--- config.mk ---
export PLATFORM = sky130hd
export DESIGN_NAME = mem_rd_stream_flat
export DESIGN_NICKNAME = d
export VERILOG_FILES = /design/src/rtl/mem_pkg.sv /design/src/rtl/mem_rd_stream_if.sv /design/src/rtl/mem_rd_fifo.sv /design/src/rtl/mem_rd_stream.sv /design/src/flat_wrapper.sv
export SDC_FILE = /design/constraint.sdc
export NUM_CORES = 1
export LEC_CHECK = 0
export CAP_MARGIN = 30
export CORE_AREA = 2 2 153 155
export DETAILED_ROUTE_END_ITERATION = 10
export DIE_AREA = 0 0 155 157
export GPL_TIMING_DRIVEN = 1
export PLACE_DENSITY_LB_ADDON = 0.3
export RECOVER_POWER = 25
export SLEW_MARGIN = 20
export SYNTH_ARGS = -nofsm -noshare
export SYNTH_HDL_FRONTEND = slang
export SYNTH_HIERARCHICAL = 1
export SYNTH_SLANG_ARGS = --single-unit
--- constraint.sdc ---
create_clock -name clkB -period 5.3 [get_ports clkB]
set_input_delay 1.59 -clock clkB [delete_from_list [all_inputs] [get_ports clkB]]
set_output_delay 1.59 -clock clkB [all_outputs]
set_load 0.03 [all_outputs]
--- src/rtl/mem_pkg.sv ---
// ---------------------------------------------------------------------------
// mem_pkg
// Purpose : Definitions shared by every mem_par user. It holds the fixed BRAM
//           read latency, the address/length width helpers and the read-stream
//           FSM state type.
// Contents: RD_LAT_BRAM  memory read latency, enB to doutB valid
//           addr_w()     address width for a given DEPTH
//           len_w()      word-count width for a given DEPTH; it can hold DEPTH
//           rd_state_e   read-stream FSM states
// ---------------------------------------------------------------------------
package mem_pkg;

    localparam int RD_LAT_BRAM = 1;

    function automatic int addr_w(input int depth);
        return (depth > 1) ? $clog2(depth) : 1;
    endfunction

    function automatic int len_w(input int depth);
        return addr_w(depth) + 1;
    endfunction

    typedef enum logic [1:0] {
        IDLE,
        READ,
        DRAIN
    } rd_state_e;

endpackage

--- src/rtl/mem_rd_stream_if.sv ---
// ---------------------------------------------------------------------------
// mem_rd_stream_if
// Purpose : Valid/ready word stream that carries an end-of-command flag.
// Signals : valid  beat valid            (master -> slave)
//           data   beat data, WIDTH bits (master -> slave)
//           last   final beat of command (master -> slave)
//           ready  downstream accept     (slave -> master)
// ---------------------------------------------------------------------------
interface mem_rd_stream_if #(
    parameter int WIDTH = 32
);
    logic             valid;
    logic [WIDTH-1:0] data;
    logic             last;
    logic             ready;

    modport master (output valid, output data, output last, input ready);
    modport slave  (input valid, input data, input last, output ready);
endinterface

--- src/rtl/mem_rd_fifo.sv ---
// ---------------------------------------------------------------------------
// mem_rd_fifo
// Purpose : Small register FIFO that catches memory read data. Entry 0 is
//           always the head, so the output needs no read mux. The producer
//           must never push into a full FIFO unless it also pops in the same
//           cycle. The caller's credit logic enforces this.
// Ports   : clkB       clock
//           rst        synchronous active-high reset; empties the FIFO
//           push       write push_data this cycle
//           push_data  data to write
//           pop        drop the head entry this cycle (only when occ != 0)
//           head_data  current head entry (zero after reset)
//           occ        number of valid entries, 0..DEPTH_F
// ---------------------------------------------------------------------------
module mem_rd_fifo #(
    parameter int WIDTH   = 32,
    parameter int DEPTH_F = 2
) (
    input  logic                           clkB,
    input  logic                           rst,
    input  logic                           push,
    input  logic [WIDTH-1:0]               push_data,
    input  logic                           pop,
    output logic [WIDTH-1:0]               head_data,
    output logic [$clog2(DEPTH_F+1)-1:0]   occ
);
    localparam int OW = $clog2(DEPTH_F + 1);
    localparam int IW = (DEPTH_F > 1) ? $clog2(DEPTH_F) : 1;

    logic [WIDTH-1:0] entries [DEPTH_F];
    logic [IW-1:0]    wr_idx;

    // A pop shifts everything down by one. The push slot therefore moves with it.
    assign wr_idx    = pop ? IW'(occ - 1'b1) : IW'(occ);
    assign head_data = entries[0];

    // NOTE: the storage is only DEPTH_F flops, so it is cleared on reset with
    // the rest of the state. This keeps the stream data at zero after reset.
    // A large RAM array would normally be left unreset.
    always_ff @(posedge clkB) begin
        if (rst) begin
            occ <= '0;
            for (int i = 0; i < DEPTH_F; i++) begin
                entries[i] <= '0;
            end
        end else begin
            if (pop) begin
                for (int i = 0; i < DEPTH_F - 1; i++) begin
                    entries[i] <= entries[i+1];
                end
            end
            // This comes after the shift so that a push into the freed slot wins.
            if (push) begin
                entries[wr_idx] <= push_data;
            end
            occ <= occ + OW'(push) - OW'(pop);
        end
    end

endmodule

--- src/rtl/mem_rd_stream.sv ---
// ---------------------------------------------------------------------------
// mem_rd_stream
// Purpose : Read-side streaming engine for mem_par port B. A start command
//           reads len words from base_addr upward, wrapping at DEPTH. The
//           words come out as a valid/ready stream with a last flag, at one
//           beat per cycle. Reads are only issued while the FIFO has room
//           for their data, so backpressure never loses a word.
// Ports   : clkB       clock, shared with mem_par port B
//           rst        synchronous active-high reset
//           start      command strobe, accepted only while busy == 0
//           base_addr  first word address (< DEPTH)
//           len        word count; 0 completes at once with no reads
//           busy       command in progress
//           done       one-cycle completion pulse
//           enB        mem_par read enable
//           addrB      mem_par read address; it only moves after an enB
//           doutB      mem_par read data, valid RD_LAT cycles after enB
//           m          output stream (master modport)
// ---------------------------------------------------------------------------
module mem_rd_stream
    import mem_pkg::*;
#(
    parameter  int WIDTH  = 32,
    parameter  int DEPTH  = 512,
    parameter  int RD_LAT = RD_LAT_BRAM,
    localparam int AW     = addr_w(DEPTH),
    localparam int LW     = len_w(DEPTH)
) (
    input  logic              clkB,
    input  logic              rst,
    input  logic              start,
    input  logic [AW-1:0]     base_addr,
    input  logic [LW-1:0]     len,
    output logic              busy,
    output logic              done,
    output logic              enB,
    output logic [AW-1:0]     addrB,
    input  logic [WIDTH-1:0]  doutB,
    mem_rd_stream_if.master   m
);
    // One entry covers each read in flight, plus one more for the beat on
    // the output. That is enough for back-to-back beats.
    localparam int FIFO_D = RD_LAT + 1;

    rd_state_e                      state, state_n;
    logic [LW-1:0]                  len_q;
    logic [AW-1:0]                  addr_q;
    logic [LW-1:0]                  issue_cnt;
    logic [LW-1:0]                  beat_cnt;
    logic [RD_LAT-1:0]              rd_pipe;   // bit i set: a read issued i+1 cycles ago
    logic                           done_q;
    logic                           done_n;

    logic                           accept;
    logic                           issue;
    logic                           pop;
    logic                           last_beat;
    int                             credit_used;
    logic [$clog2(FIFO_D+1)-1:0]    occ;
    logic [WIDTH-1:0]               head_data;

    // ------------------------------------------------------------------
    // Response FIFO. Data enters exactly RD_LAT cycles after its enB.
    // ------------------------------------------------------------------
    mem_rd_fifo #(
        .WIDTH   (WIDTH),
        .DEPTH_F (FIFO_D)
    ) u_fifo (
        .clkB      (clkB),
        .rst       (rst),
        .push      (rd_pipe[RD_LAT-1]),
        .push_data (doutB),
        .pop       (pop),
        .head_data (head_data),
        .occ       (occ)
    );

    assign m.valid   = (occ != '0);
    assign m.data    = head_data;
    assign pop       = m.valid & m.ready;
    assign last_beat = (beat_cnt == len_q - 1'b1);
    assign m.last    = m.valid & last_beat;

    assign accept    = (state == IDLE) && start && (len != '0);

    // ------------------------------------------------------------------
    // Credit check. Every issued read must eventually own a FIFO slot. The
    // sum counts slots already filled and reads still in flight. A pop
    // this cycle frees a slot in time for a new read.
    // ------------------------------------------------------------------
    always_comb begin
        credit_used = int'(occ) + $countones(rd_pipe) - int'(pop);
        issue       = (state == READ) && (credit_used < FIFO_D);
    end

    // ------------------------------------------------------------------
    // FSM next state and completion pulse
    // ------------------------------------------------------------------
    // NOTE: every output of this block gets a default before the case
    // statement. A path that forgets to assign one would otherwise infer a latch.
    always_comb begin
        state_n = state;
        done_n  = 1'b0;
        unique case (state)
            IDLE: begin
                if (start) begin
                    if (len != '0) begin
                        state_n = READ;
                    end else begin
                        done_n = 1'b1;
                    end
                end
            end
            READ: begin
                if (issue && (issue_cnt == len_q - 1'b1)) begin
                    state_n = DRAIN;
                end
            end
            DRAIN: begin
                if (pop && last_beat) begin
                    state_n = IDLE;
                    done_n  = 1'b1;
                end
            end
            default: state_n = IDLE;
        endcase
    end

    // ------------------------------------------------------------------
    // State, counters and the read-latency tracker
    // ------------------------------------------------------------------
    // NOTE: sequential state uses non-blocking assignments only. Every
    // register then samples values from before the clock edge, whatever
    // order the statements are written in.
    always_ff @(posedge clkB) begin
        if (rst) begin
            state     <= IDLE;
            len_q     <= '0;
            addr_q    <= '0;
            issue_cnt <= '0;
            beat_cnt  <= '0;
            rd_pipe   <= '0;
            done_q    <= 1'b0;
        end else begin
            state   <= state_n;
            done_q  <= done_n;
            rd_pipe <= (rd_pipe << 1) | RD_LAT'(issue);

            if (accept) begin
                len_q     <= len;
                addr_q    <= base_addr;
                issue_cnt <= '0;
                beat_cnt  <= '0;
            end else begin
                if (issue) begin
                    // Compare and reset, because DEPTH need not be a power of two.
                    addr_q    <= (addr_q == AW'(DEPTH - 1)) ? '0 : addr_q + 1'b1;
                    issue_cnt <= issue_cnt + 1'b1;
                end
                if (pop) begin
                    beat_cnt <= beat_cnt + 1'b1;
                end
            end
        end
    end

    assign busy  = (state != IDLE);
    assign done  = done_q;
    assign enB   = issue;
    assign addrB = addr_q;

endmodule

--- src/flat_wrapper.sv ---
// flat-port wrapper written by rule: the top's interface ports become plain ports
module mem_rd_stream_flat import mem_pkg::*;
#(
    parameter  int WIDTH  = 32,
    parameter  int DEPTH  = 512,
    parameter  int RD_LAT = RD_LAT_BRAM,
    localparam int AW     = addr_w(DEPTH),
    localparam int LW     = len_w(DEPTH)
)
  (clkB, rst, start, base_addr, len, busy, done, enB, addrB, doutB, m_valid, m_data, m_last, m_ready);
  mem_rd_stream_if #(.WIDTH(WIDTH)) m_i ();
  input  logic clkB;
  input  logic rst;
  input  logic start;
  input  logic [AW-1:0] base_addr;
  input  logic [LW-1:0] len;
  output logic busy;
  output logic done;
  output logic enB;
  output logic [AW-1:0] addrB;
  input  logic [WIDTH-1:0] doutB;
  output wire logic [$bits(m_i.valid)-1:0] m_valid;
  output wire logic [$bits(m_i.data)-1:0] m_data;
  output wire logic [$bits(m_i.last)-1:0] m_last;
  input wire logic [$bits(m_i.ready)-1:0] m_ready;
  assign m_valid = m_i.valid;
  assign m_data = m_i.data;
  assign m_last = m_i.last;
  assign m_i.ready = m_ready;
  mem_rd_stream #(.WIDTH(WIDTH), .DEPTH(DEPTH), .RD_LAT(RD_LAT)) u_core (.clkB(clkB), .rst(rst), .start(start), .base_addr(base_addr), .len(len), .busy(busy), .done(done), .enB(enB), .addrB(addrB), .doutB(doutB), .m(m_i));
endmodule
== Word level (Yosys, flattened, before mapping) ==
Memories as Yosys holds them, arrays and structs flattened.
Cells that the tools add are included.

* Word-level logic and storage cells: 69
* Flip-flop bits (word level): 45
* Memories: 1
* Bits in writable memories: 64

{| class="wikitable"
|+ Memories
! memory !! words !! bits a word !! rd ports !! clocked after Yosys merged registers in !! wr ports !! RTL line !! RTL
|-
| u_core.u_fifo.entries || 2 || 32 || 2 || 0 || 2 || mem_rd_fifo.sv:30 || <nowiki>logic [WIDTH-1:0] entries [DEPTH_F];</nowiki>
|}

* Bitwise gates (word level): 3
* $lt $le $gt $ge: 1
* Add/sub/neg operators: 9
* Reductions and logical operators: 13
* Equal/unequal tests: 9
* Multiplexer cells: 25

{| class="wikitable"
|+ Operators with widths
! kind !! count
|-
| 32-bit 2-to-1 mux || 2
|-
| 32-bit by 3-bit < comparator with 1-bit output (second input constant) || 1
|-
| 32-bit OR reduction || 1
|-
| 32-bit by 2-bit subtractor with 32-bit output || 1
|-
| 9-bit 2-to-1 mux || 3
|-
| 10-bit by 1-bit adder with 10-bit output (second input constant) || 2
|-
| 10-bit == test || 2
|-
| 1-bit 2-to-1 mux || 14
|-
| 10-bit nonzero test || 1
|-
| 10-bit by 1-bit subtractor with 10-bit output (second input constant) || 1
|-
| 9-bit by 1-bit adder with 9-bit output (second input constant) || 1
|-
| 9-bit == test (second input constant) || 1
|-
| 2-bit 2-to-1 mux || 4
|-
| 2-bit inequality test (second input constant) || 3
|-
| 2-bit one-hot mux with 3 select lines || 1
|-
| 2-bit nonzero test || 3
|-
| 1-bit logical AND || 5
|-
| 4-bit AND reduction || 1
|-
| 2-bit by 1-bit adder with 3-bit output || 1
|-
| 2-bit by 1-bit adder with 2-bit output || 1
|-
| 1-bit AND || 2
|-
| 2-bit by 1-bit == test with 1-bit output (second input constant) || 1
|-
| 2-bit == test (second input constant) || 1
|-
| 2-bit zero test || 1
|-
| 6 further kinds || 6
|}

== Logic depth before layout (Yosys ltp) ==
Gate-level depths: netlist of run 1.

* Word-level depth: 8
* Mapped depth: 12
* Gate-level depth less buffers: 12

== Hierarchy ==
Netlist of run 1, hierarchy kept.

{| class="wikitable"
|+ Modules (own cells, without submodules)
! module !! cells an instance !! area an instance (µm²) !! times used !! seq. area each (µm²)
|-
| mem_rd_fifo || 235 || 2951.6 || 1 || 1961.9
|-
| mem_rd_stream || 331 || 2670.1 || 1 || 860.8
|}

== Worst setup path before layout of run 1 ==
OpenSTA, ideal clock, no wires.

* Path kind: input -> output
* Start point: in m_ready
* End point: out enB
* Cell stages on the path: 7
* Arrival: 3018 ps
* Path buffers: 0
* Path slack: 692 ps
* Required time: 3710 ps
* Path through: nand2_1 > nor2_1 > o21ai_0 > fa_1 > and3b_1 > nand2_1 > clkinv_1

* Word-level cells in the longest chain between the ends: 4

{| class="wikitable"
|+ Ends and longest elaborated chain
! element !! RTL line !! RTL
|-
| start: declaration || flat_wrapper.sv:25 || <nowiki>input wire logic [$bits(m_i.ready)-1:0] m_ready;</nowiki>
|-
| 1-bit AND || mem_rd_stream.sv:80 || <nowiki>assign pop = m.valid & m.ready;</nowiki>
|-
| 32-bit by 2-bit subtractor with 32-bit output || mem_rd_stream.sv:92 || <nowiki>credit_used = int'(occ) + $countones(rd_pipe) - int'(pop);</nowiki>
|-
| 32-bit by 3-bit < comparator with 1-bit output || mem_rd_stream.sv:93 || <nowiki>issue = (state == READ) && (credit_used < FIFO_D);</nowiki>
|-
| 1-bit logical AND || mem_rd_stream.sv:93 ||
|-
| end: declaration || flat_wrapper.sv:19 || <nowiki>output logic enB;</nowiki>
|}

Every way passes these cells.

== Worst setup path in the final report of run 1 ==
* Start point: reg u_core.len_q[0]
* End point: out m_last

* Word-level cells in the longest chain between the ends: 3

{| class="wikitable"
|+ Ends and longest elaborated chain
! element !! RTL line !! RTL
|-
| start: declaration || mem_rd_stream.sv:46 || <nowiki>logic [LW-1:0] len_q;</nowiki>
|-
| start signal: assignment || mem_rd_stream.sv:150 || <nowiki>len_q <= len;</nowiki>
|-
| 10-bit by 1-bit subtractor with 10-bit output || mem_rd_stream.sv:81 || <nowiki>assign last_beat = (beat_cnt == len_q - 1'b1);</nowiki>
|-
| 10-bit == test || mem_rd_stream.sv:81 ||
|-
| 1-bit AND || mem_rd_stream.sv:82 || <nowiki>assign m.last = m.valid & last_beat;</nowiki>
|-
| end: declaration || flat_wrapper.sv:24 || <nowiki>output wire logic [$bits(m_i.last)-1:0] m_last;</nowiki>
|}

Every way passes these cells.

==> results of run 1 <==
synthesized netlist by cell type (3+ instances only):
library cell  instances
inv_1                11
nor2_1               55
o21ai_0              47
a21oi_1              44
o311ai_0              3
o211ai_1             35
clkbuf_2              6
or4_4                 3
ha_1                  7
nor3_1                6
a311oi_1              5
and3_1               10
nor4_1                5
buf_2                 7
nor3b_1               3
and2_1               34
or3_1                 4
nand4_1               6
edfxtp_1             64
nand2_1              25
nor2b_1               7
nand3b_1              5
mux2i_1              10
clkbuf_1             27
nand2b_1              5
a31oi_1               3
xnor2_1              20
xor2_1               21
dfxtp_1              45
nand3_1               9
power breakdown:
| part | leakage (nW) | switching (W) | internal [W] |
|---|---|---|---|
| clock network | 0.158 | 0.000346 | 0.000383 |
| registers | 1.04 | 0.0000581 | 0.00105 |
| logic | 1.39 | 0.000644 | 0.000361 |
cell families after synthesis:
kind of cell | Yosys count | synth area share (%)
simple gates | 190 | 18.36
compound gates | 153 | 16.89
flops | 109 | 50.21
buf+inv | 54 | 4.028
xor+xnor | 42 | 6.811
mux | 10 | 1.781
fa+ha+maj | 8 | 1.914
critical path, stage by stage (launching register included):
cell             delay (ns)
dfxtp_1                0.40
inv_1                  0.09
ha_1                   0.30
nor3b_1                0.52
or2b_1                 0.18
a21oi_1                0.06
or4_4                  0.56
nor4_1                 0.29
clkdlybuf4s50_1        0.73
final timing paths:
kind	end	slack [ns]	depth (start not counted)
worst min register to register	u_core/addrB[8]$_SDFFE_PP0P_	0.50	2
worst min-delay path	u_core/addrB[8]$_SDFFE_PP0P_	0.50	2
worst max-delay path	m_last	0.22	8
worst max register to register	u_core/u_fifo/entries[0][11]$_DFFE_PP_	1.63	4
flip-flops by register name (all words and copies together), names as in the netlist:
| register | cells |
|---|---|
| u_core/beat_cnt | 10 |
| u_core/len_q | 10 |
| u_core/issue_cnt | 10 |
| u_core/u_fifo/entries | 64 |
| u_core/done | 1 |
| u_core/u_fifo/occ | 2 |
| u_core/rd_pipe | 1 |
| u_core/addrB | 9 |
| u_core/state | 2 |
metrics by stage:
step / worst slack, ns / hold slack, ns / power [W] / instance area [sq um]
final: 0.2245 / 0.5040 / 0.002840 / 7242
after floorplan: 0.6916 / 0.4646 / 0.001749 / 5622
after detailed placement: 0.2279 / 0.4965 / 0.002176 / 6934
after CTS: 0.1758 / 0.5110 / 0.002922 / 7257
after global routing: 0.01565 / 0.5459 / 0.003003 / 7242
after global placement: 0.2639 / 0.4990 / 0.002161 / 6907
layout make-up:
cell class                      instances  area [sq um]
Clock buffer                            9         225.2
Clock inverter                          7         97.59
Fill cell                            2296         15260
Inverter                               12         45.04
Multi-Input combinational cell        403          2580
Sequential cell                       109          2823
Tap cell                              285         356.6
Timing Repair Buffer                  114          1115
layer usage:
| metal | up-vias | wire (um) | part of all wire (%) | global-route usage, % |
|---|---|---|---|---|
| met5 | - | 0 | 0 | 0 |
| met1 | 2135 | 7388 | 49 | 17.14 |
| met2 | 130 | 6832 | 45 | 20.63 |
| met3 | 8 | 791 | 5.2 | 3.387 |
| met4 | 0 | 126 | 0.83 | 2.557 |
| li1 | 2229 | - | - | - |
==> out/metrics.cfg, run 1 <==
[routing]
viasPerCell = 4.794
drtIter0Drc = 231
route.detailed.drc = 0
wirelength_mm = 15.14
num_vias = 4502
avgRoutedWirePerCell_um = 16.12
drt_first_pass_iters = 4
ant_nets = 0

[power]
ir_drop_mv = 0.1648
p_leak_nw = 2.589
p_per_area_nw_per_um2 = 392.2

[placement]
gp_congestion = 0.8288
dp.cells = 923
io_buffer_count = 100
place_hpwl_mm = 9.917

[grt]
antenna_found_initial = 0
overflow = 0
grt_pass1_wl_mm = 24.35
grt.total_usage_pct = 12.73
grt_max_degree = 37
grt_pass1_vias = 4459

[synthesis]
synth_top_area_share_pct = 34.19
synth_area_sq_um = 5622
syn_nets = 629
yosysSeqAreaShare_pct = 50.21
synth-edff-count = 64
syn_area_per_cell_sq_um = 9.932
netlist_instances = 566
synth_area_leaders = edfxtp_1 34%, dfxtp_1 16%, o211ai_1 4.7%
synth_cell_types = 59
yosysTopAreaCell = edfxtp_1
synth_ff_type = edfxtp_1
yosysWarnings = 6
ys_seq_elements = 109
async_flop_share_pct = 0

[layout]
fin_cells = 939
syn2layout_area_growth_pct = 28.82
fin_nets = 712
diodes = 0
final_core_util_pct = 32.18
final_cell_mix = 64 x edfxtp_1, 58 x clkdlybuf4s50_1, 54 x nor2_1
final_common_cell = edfxtp_1
drive_gt1_share_pct = 6.575

[clock_tree]
cts-root-buf = clkbuf_16
h-tree-depth = 3
cts_tree = yes
clk_latency_ns = 0.36
clock_sinks = 109
post_cts_buffers = 0
ctsResizeCount = 0
clk_pin_slew_ns = 0.08
cts_buffers = 9
cts_hold_buffers = 0
clock_path_buffers = 2

[sta]
rsz0062_at_grt = false
final-setup-viol-count = 0
max_slew_margin_pct = -101.8
final.setup.tns_ns = 0
hold_viol_final = 0
slew_violations = 16
fmax_ghz = 0.1970
min_period_ns = 5.076
worstMarginPinSlew_ns = 2.995
clock-skew-final_ns = 0.01103
post-route-period-util_pct = 95.76

[floorplan]
dieArea_sq_um = 24340
core_sq_um = 22500
ios = 101
die_w_um = 155
chipHeight_um = 157
initial_core_util_pct = 24.98
num_rows = 55

[status]
violations = max-capacitance violations, max-slew violations
outcome = finished, violations left

[hold_path]
hp-class = register to register
hp-start = u_core/addrB[8]$_SDFFE_PP0P_

[setup_path]
critPathMaxFanout = 9
crit_path_start_kind = register
critPathRequiredTime_ns = 3.71
end_kind = output port
startpoint = u_core/len_q[0]$_SDFFE_PP0P_
worst_ep_arrival_time_ns = 3.49
critPathKind = register to output port
reg2reg_from = u_core/rd_pipe$_SDFF_PP0_

[job]
cap_violations = 1

(Power assumes the default switching activity.)
==> run 2, diff against run 1 <==
==> constraint.sdc (replaced) <==
create_clock -name clkB -period 4.7 [get_ports clkB]
set_input_delay 1.41 -clock clkB [delete_from_list [all_inputs] [get_ports clkB]]
set_output_delay 1.41 -clock clkB [all_outputs]
set_load 0.03 [all_outputs]
==> run 2 against run 1 <==
The flow now finishes without violations. Critical endpoint is now enB. Clock power increased by 2%. Via count increased by 1.4%. Largest cell class unchanged. Die area unchanged. Clock skew decreased by 0.0020 ns.
==> out/metrics.cfg, run 2 (same netlist as run 1, synthesis figures left out) <==
[status]
outcome = completed

[setup_path]
critPathKind = primary input to output port
crit_path_start_kind = primary input
critPathMaxFanout = 3  ; -6
critPathRequiredTime_ns = 3.29  ; -0.42 ns
end_kind = output port
ff2ff_setup_slack_ns = 1.70  ; +0.07 ns
worst_ep_arrival_time_ns = 3.17  ; -0.32 ns

[sta]
min_period_ns = 4.583
worstMarginPinSlew_ns = 0.8204  ; -2.175 ns
final.setup.tns_ns = 0  ; unchanged
hold_viol_final = 0  ; unchanged
rsz0062_at_grt = false
final-setup-viol-count = 0  ; unchanged
hold_ws_ns = 0.5042  ; +0.0001780 ns
max_slew_margin_pct = 45.31  ; +150 points
fmax_ghz = 0.2182
post-route-period-util_pct = 97.51
slew_violations = 0  ; -16
clock-skew-final_ns = 0.008993  ; -0.002040 ns

[routing]
drtIter0Drc = 312  ; +35%
num_vias = 4565  ; +1.4%
wirelength_mm = 14.88  ; -1.7%
route.detailed.drc = 0  ; unchanged
avgRoutedWirePerCell_um = 15.69  ; -2.7%
ant_nets = 0  ; unchanged
viasPerCell = 4.815  ; +0.44%
drt_first_pass_iters = 4  ; unchanged

[power]
clock_power_share_pct = 23.7  ; -2.0 points
p_leak_nw = 2.645  ; +2.2%
p_comb_share_pct = 36.8  ; +1.4 points
ir_drop_mv = 0.2225  ; +35%
switching_share_pct = 37.19  ; +0.28 points
switchingPower_w = 0.001166  ; +11%
p_per_area_nw_per_um2 = 429.9  ; +9.6%
pwr-share-seq_pct = 39.6  ; +0.6 points
p_int_w = 0.001968  ; +9.9%
power_w = 0.003134  ; +10%

[clock_tree]
clock_sinks = 109  ; unchanged
cts_buffers = 9  ; unchanged
cts-root-buf = clkbuf_16
clk_pin_slew_ns = 0.07  ; about the same
cts_tree = yes
post_cts_buffers = 0  ; unchanged
clk_latency_ns = 0.35  ; about the same
clock_path_buffers = 2  ; unchanged
cts_hold_buffers = 0  ; unchanged
h-tree-depth = 3  ; unchanged

[job]
cap_violations = 0  ; -1

[floorplan]
core_sq_um = 22500  ; unchanged
die_w_um = 155  ; unchanged
num_rows = 55  ; unchanged
ios = 101  ; unchanged
initial_core_util_pct = 24.98  ; unchanged
dieArea_sq_um = 24340  ; unchanged
chipHeight_um = 157  ; unchanged

[layout]
final_common_cell = edfxtp_1
largest_reg_flops = 64  ; unchanged
fin_nets = 722  ; +1.4%
largest_register = u_core/u_fifo/entries
final_core_util_pct = 32.40  ; +0.22 points
drive_gt1_share_pct = 8.145  ; +1.6 points
syn2layout_area_growth_pct = 29.69
final_cell_mix = 64 x edfxtp_1, 54 x clkdlybuf4s50_1, 53 x nor2_1
fin_cells = 948  ; +0.96%
diodes = 0  ; unchanged

[placement]
gp_congestion = 0.8122  ; -2.0%
dp.cells = 933  ; +1.1%
io_buffer_count = 100  ; unchanged
place_hpwl_mm = 10.04  ; +1.2%

[grt]
grt_pass1_wl_mm = 23.81  ; -2.2%
antenna_found_initial = 0  ; unchanged
grt_max_degree = 36  ; -2.7%
grt_pass1_vias = 4295  ; -3.7%
overflow = 0  ; unchanged
grt.total_usage_pct = 12.39  ; -0.34 points

[hold_path]
hp-class = register to register

-- run 2: changes by cell type in the layout (fill, tap and decap cells not counted), moves of 2 or more --
cell             previous run  this run
buf_4                      13        23
clkdlybuf4s50_1            58        54
dlygate4sd3_1              40        43
inv_6                       0         2
inv_8                       3         1
o21ai_0                    47        45
-- run 2: power by group through the flow --
stage	clock, W	combinational (W)	sequential [W]
floorplan	0	0.000523	0.00145
global placement	0	0.00117	0.00127
detailed placement	0	0.00119	0.00127
CTS	0.000770	0.00120	0.00125
global route	0.000796	0.00126	0.00126
finish	0.000742	0.00115	0.00124
-- run 2: per-layer routing --
metal | up-vias | wire [um] | global-route usage (%)
met5 | - | 0 | 0
met4 | 0 | 223 | 3.483
met3 | 22 | 711 | 2.561
met2 | 140 | 6525 | 19.77
met1 | 2154 | 7413 | 16.99
li1 | 2249 | - | -
-- run 2: worst paths after layout --
kind / end / from / cells after the start
worst max register to register: u_core/state[0]$_SDFFE_PP0P_ / u_core/u_fifo/occ[0]$_SDFF_PP0_ / 13
worst max-delay path: enB / m_ready / 9
worst min register to register: u_core/addrB[8]$_SDFFE_PP0P_ / u_core/addrB[8]$_SDFFE_PP0P_ / 2
worst min-delay path: u_core/addrB[8]$_SDFFE_PP0P_ / u_core/addrB[8]$_SDFFE_PP0P_ / 2
-- run 2: final cells by class --
type	count	area (sq um)
Clock buffer	9	225.2
Clock inverter	6	55.05
Fill cell	2312	15210
Inverter	12	45.04
Multi-Input combinational cell	403	2594
Sequential cell	109	2823
Tap cell	285	356.6
Timing Repair Buffer	124	1192
-- run 2: stage by stage --
| stage | setup slack [ns] | instance area (sq um) |
|---|---|---|
| after global routing | 0.01443 | 7291 |
| final | 0.1170 | 7291 |
| after CTS | 0.06778 | 7295 |
| after detailed placement | 0.07556 | 7009 |
| after global placement | 0.08952 | 6982 |
| after floorplan | 0.3459 | 5622 |
-- run 2: timing repair --
item	in CTS	in global routing
hold endpoints to repair	0	0
pin swaps	0	0
endpoints found under the setup margin	1	2
cloned	0	0
resized for setup	1	3
-- run 2: worst max-delay path, stage by stage --
cell             delay (ns)
clkdlybuf4s50_1        0.51
nand2_1                0.10
nor2_2                 0.10
o21ai_1                0.09
fa_1                   0.42
and3b_1                0.20
nand2_1                0.09
clkinv_1               0.08
buf_4                  0.17
==> run 3, diff against run 2 <==
--- a/config.mk
+++ b/config.mk
@@ -6,12 +6,13 @@
 export NUM_CORES = 1
 export LEC_CHECK = 0
 export CAP_MARGIN = 30
-export CORE_AREA = 2 2 153 155
+export CORE_AREA = 2 2 197 122
 export DETAILED_ROUTE_END_ITERATION = 10
-export DIE_AREA = 0 0 155 157
+export DIE_AREA = 0 0 199 124
 export GPL_TIMING_DRIVEN = 1
 export PLACE_DENSITY_LB_ADDON = 0.3
 export RECOVER_POWER = 25
+export SETUP_SLACK_MARGIN = 0.5
 export SLEW_MARGIN = 20
 export SYNTH_ARGS = -nofsm -noshare
 export SYNTH_HDL_FRONTEND = slang
==> run 3 against run 2 <==
The flow now finishes with violations (max-capacitance violations, max-slew violations). Sequential power about the same. Cell area increased by 0.69%. Total power increased by 5.7%. Register-to-register slack got worse by 0.38 ns. Critical path depth unchanged. Combinational power increased by 4%. Global-route usage increased by 1.0 points. Critical endpoint unchanged. Largest power group unchanged.
==> out/metrics.cfg, run 3 (same netlist as run 1, synthesis figures left out) <==
[sta]
max_slew_margin_pct = -50.73  ; -96 points
fmax_ghz = 0.2360  ; +8.2%
final.setup.tns_ns = 0  ; unchanged
min_period_ns = 4.237  ; -0.3461 ns
worstMarginPinSlew_ns = 2.246  ; +1.425 ns
hold_viol_final = 0  ; unchanged
rsz0062_at_grt = true
clock-skew-final_ns = 0.006569  ; -0.002424 ns
post-route-period-util_pct = 90.15  ; -7.4 points
slew_violations = 54  ; +54
final-setup-viol-count = 0  ; unchanged
post-route-worst-setup-slack_ns = 0.4631  ; +0.3461 ns

[layout]
final_cell_mix = 94 x clkdlybuf4s50_1, 64 x edfxtp_1, 53 x nor2_1
fin_cells = 978  ; +3.2%
syn2layout_area_growth_pct = 30.58
final_common_cell = clkdlybuf4s50_1
ff_latch_area_sq_um = 2824  ; about the same
multiInputGateArea_sq_um = 2608  ; +0.53%
largest_reg_flops = 64  ; unchanged
fin_nets = 721  ; -0.14%
largest_register = u_core/u_fifo/entries
final_core_util_pct = 32.26  ; -0.14 points
diodes = 0  ; unchanged
fillerInstances = 2374  ; +2.7%
drive_gt1_share_pct = 8.748  ; +0.60 points

[floorplan]
initial_core_util_pct = 24.70  ; -0.28 points
chipHeight_um = 124  ; -21%
num_rows = 43  ; -22%
core_sq_um = 22760  ; +1.1%
ios = 101  ; unchanged
dieArea_sq_um = 24680  ; +1.4%
die_w_um = 199  ; +28%

[grt]
antenna_found_initial = 0  ; unchanged
grt_pass1_vias = 4133  ; -3.8%
grt_pass1_wl_mm = 24.61  ; +3.4%
grt_max_degree = 37  ; +2.8%
grt.total_usage_pct = 13.38  ; +1.0 points
overflow = 0  ; unchanged

[placement]
gp_congestion = 0.8531  ; +5.0%
dp_worst_setup_slack_ns = 0.04474  ; -0.03082 ns
io_buffer_count = 100  ; unchanged
dp.cells = 961  ; +3.0%
place_hpwl_mm = 10.87  ; +8.3%

[setup_path]
reg2reg_from = u_core/u_fifo/occ[0]$_SDFF_PP0_
worst_ep_arrival_time_ns = 2.83  ; -0.34 ns
crit_path_start_kind = primary input
critPathMaxFanout = 3  ; unchanged
critPathKind = primary input to output port
critPathRequiredTime_ns = 3.29  ; about the same
ff2ff_setup_slack_ns = 1.32  ; -0.38 ns
end_kind = output port
rr_worst_depth = 8  ; -5
rr_endpoint = u_core/u_fifo/entries[0][23]$_DFFE_PP_

[routing]
wirelength_mm = 16.17  ; +8.7%
viasPerCell = 4.655  ; -3.3%
ant_nets = 0  ; unchanged
drtIter0Drc = 310  ; -0.64%
num_vias = 4553  ; -0.26%
route.detailed.drc = 0  ; unchanged
drt_first_pass_iters = 4  ; unchanged
avgRoutedWirePerCell_um = 16.53  ; +5.4%

[clock_tree]
h-tree-depth = 3  ; unchanged
cts_tree = yes
clk_latency_ns = 0.36  ; about the same
clock_path_buffers = 2  ; unchanged
cts-root-buf = clkbuf_16
cts_buffers = 9  ; unchanged
clk_pin_slew_ns = 0.08  ; about the same
clock_sinks = 109  ; unchanged

[hold_path]
hp-class = register to register
hold_path_end = u_core/addrB[8]$_SDFFE_PP0P_
holdPathStages = 2  ; unchanged
hp-start = u_core/addrB[8]$_SDFFE_PP0P_

[power]
p_int_w = 0.002099  ; +6.6%
switching_share_pct = 36.62  ; -0.57 points
p_comb_share_pct = 36.2  ; -0.6 points
ir_drop_mv = 0.1893  ; -15%
switchingPower_w = 0.001213  ; +4.0%
pwr-share-seq_pct = 38.2  ; -1.4 points
clock_power_share_pct = 25.6  ; +1.9 points
p_per_area_nw_per_um2 = 451.1  ; +4.9%
p_leak_nw = 2.550  ; -3.6%

[status]
violations = max-capacitance violations, max-slew violations
outcome = finished, violations left

[job]
cap_violations = 2  ; +2

[run 3: cell count changes in the layout (fill, tap and decap cells not counted), sizes merged]
| cell | change |
|---|---|
| buf | -3 |
| bufinv | +2 |
| inv | -1 |
| dlymetal6s2s | -1 |
| dlygate4sd3 | -41 |
| clkbuf | +5 |
| clkdlybuf4s50 | +40 |
| clkinv | -2 |
| clkinvlp | +1 |
[run 3: worst max-delay path by stage]
stage                                      start     end  slack [ns]  cells past startpoint
global route                             m_ready     enB        0.38                      9
global placement                         m_ready     enB        0.07                      9
floorplan                                m_ready     enB        0.58                      7
detailed placement                       m_ready     enB        0.04                      9
finish                                   m_ready     enB        0.46                      9
CTS                 u_core/len_q[1]$_SDFFE_PP0P_  m_last        0.47                      8
[run 3: layout make-up]
cell class | instances | share of cell area [%]
Inverter | 12 | 0.6306
Tap cell | 315 | 5.369
Multi-Input combinational cell | 403 | 35.52
Clock inverter | 6 | 1.278
Clock buffer | 10 | 3.119
Sequential cell | 109 | 38.47
Timing Repair Buffer | 123 | 15.61
[run 3: per-stage QoR]
step / cell area (sq um) / power (W) / hold WS, ns
2_1_floorplan: 5629 / 0.001975 / 0.4646
3_3_place_gp: 7020 / 0.002473 / 0.4989
3_5_place_dp: 7020 / 0.002477 / 0.5026
4_1_cts: 7362 / 0.003366 / 0.5138
5_1_grt: 7341 / 0.003502 / 0.5547
6_report: 7341 / 0.003311 / 0.5174
[run 3: critical path: stages]
cell      delay [ns]
clkbuf_1        0.20
nand2_4         0.08
nor2_4          0.12
buf_4           0.12
fa_1            0.40
and3b_2         0.23
nand2_2         0.08
clkinv_2        0.06
buf_6           0.13
[run 3: repair_timing]
action / 4_1_cts / 5_1_grt
buffers inserted: 0 / 1
gates cloned: 0 / 0
hold buffers: 0 / 0
gates resized for setup: 16 / 9
endpoints found under the setup margin: 2 / 2
pin swaps: 3 / 1
[run 3: power by group through the flow]
stage	sequential [W]	combinational [W]	clock, W
floorplan	0.00145	0.000526	0
global route	0.00128	0.00130	0.000916
finish	0.00126	0.00120	0.000847
detailed placement	0.00129	0.00119	0
CTS	0.00127	0.00121	0.000890
global placement	0.00128	0.00119	0
[run 3: metal layers]
metal | GRT usage (%) | wire (um) | up-vias
met3 | 3.466 | 1069 | 9
met5 | 0 | 0 | -
li1 | - | - | 2235
met4 | 3.638 | 161 | 0
met2 | 17.44 | 6315 | 135
met1 | 21.01 | 8622 | 2174
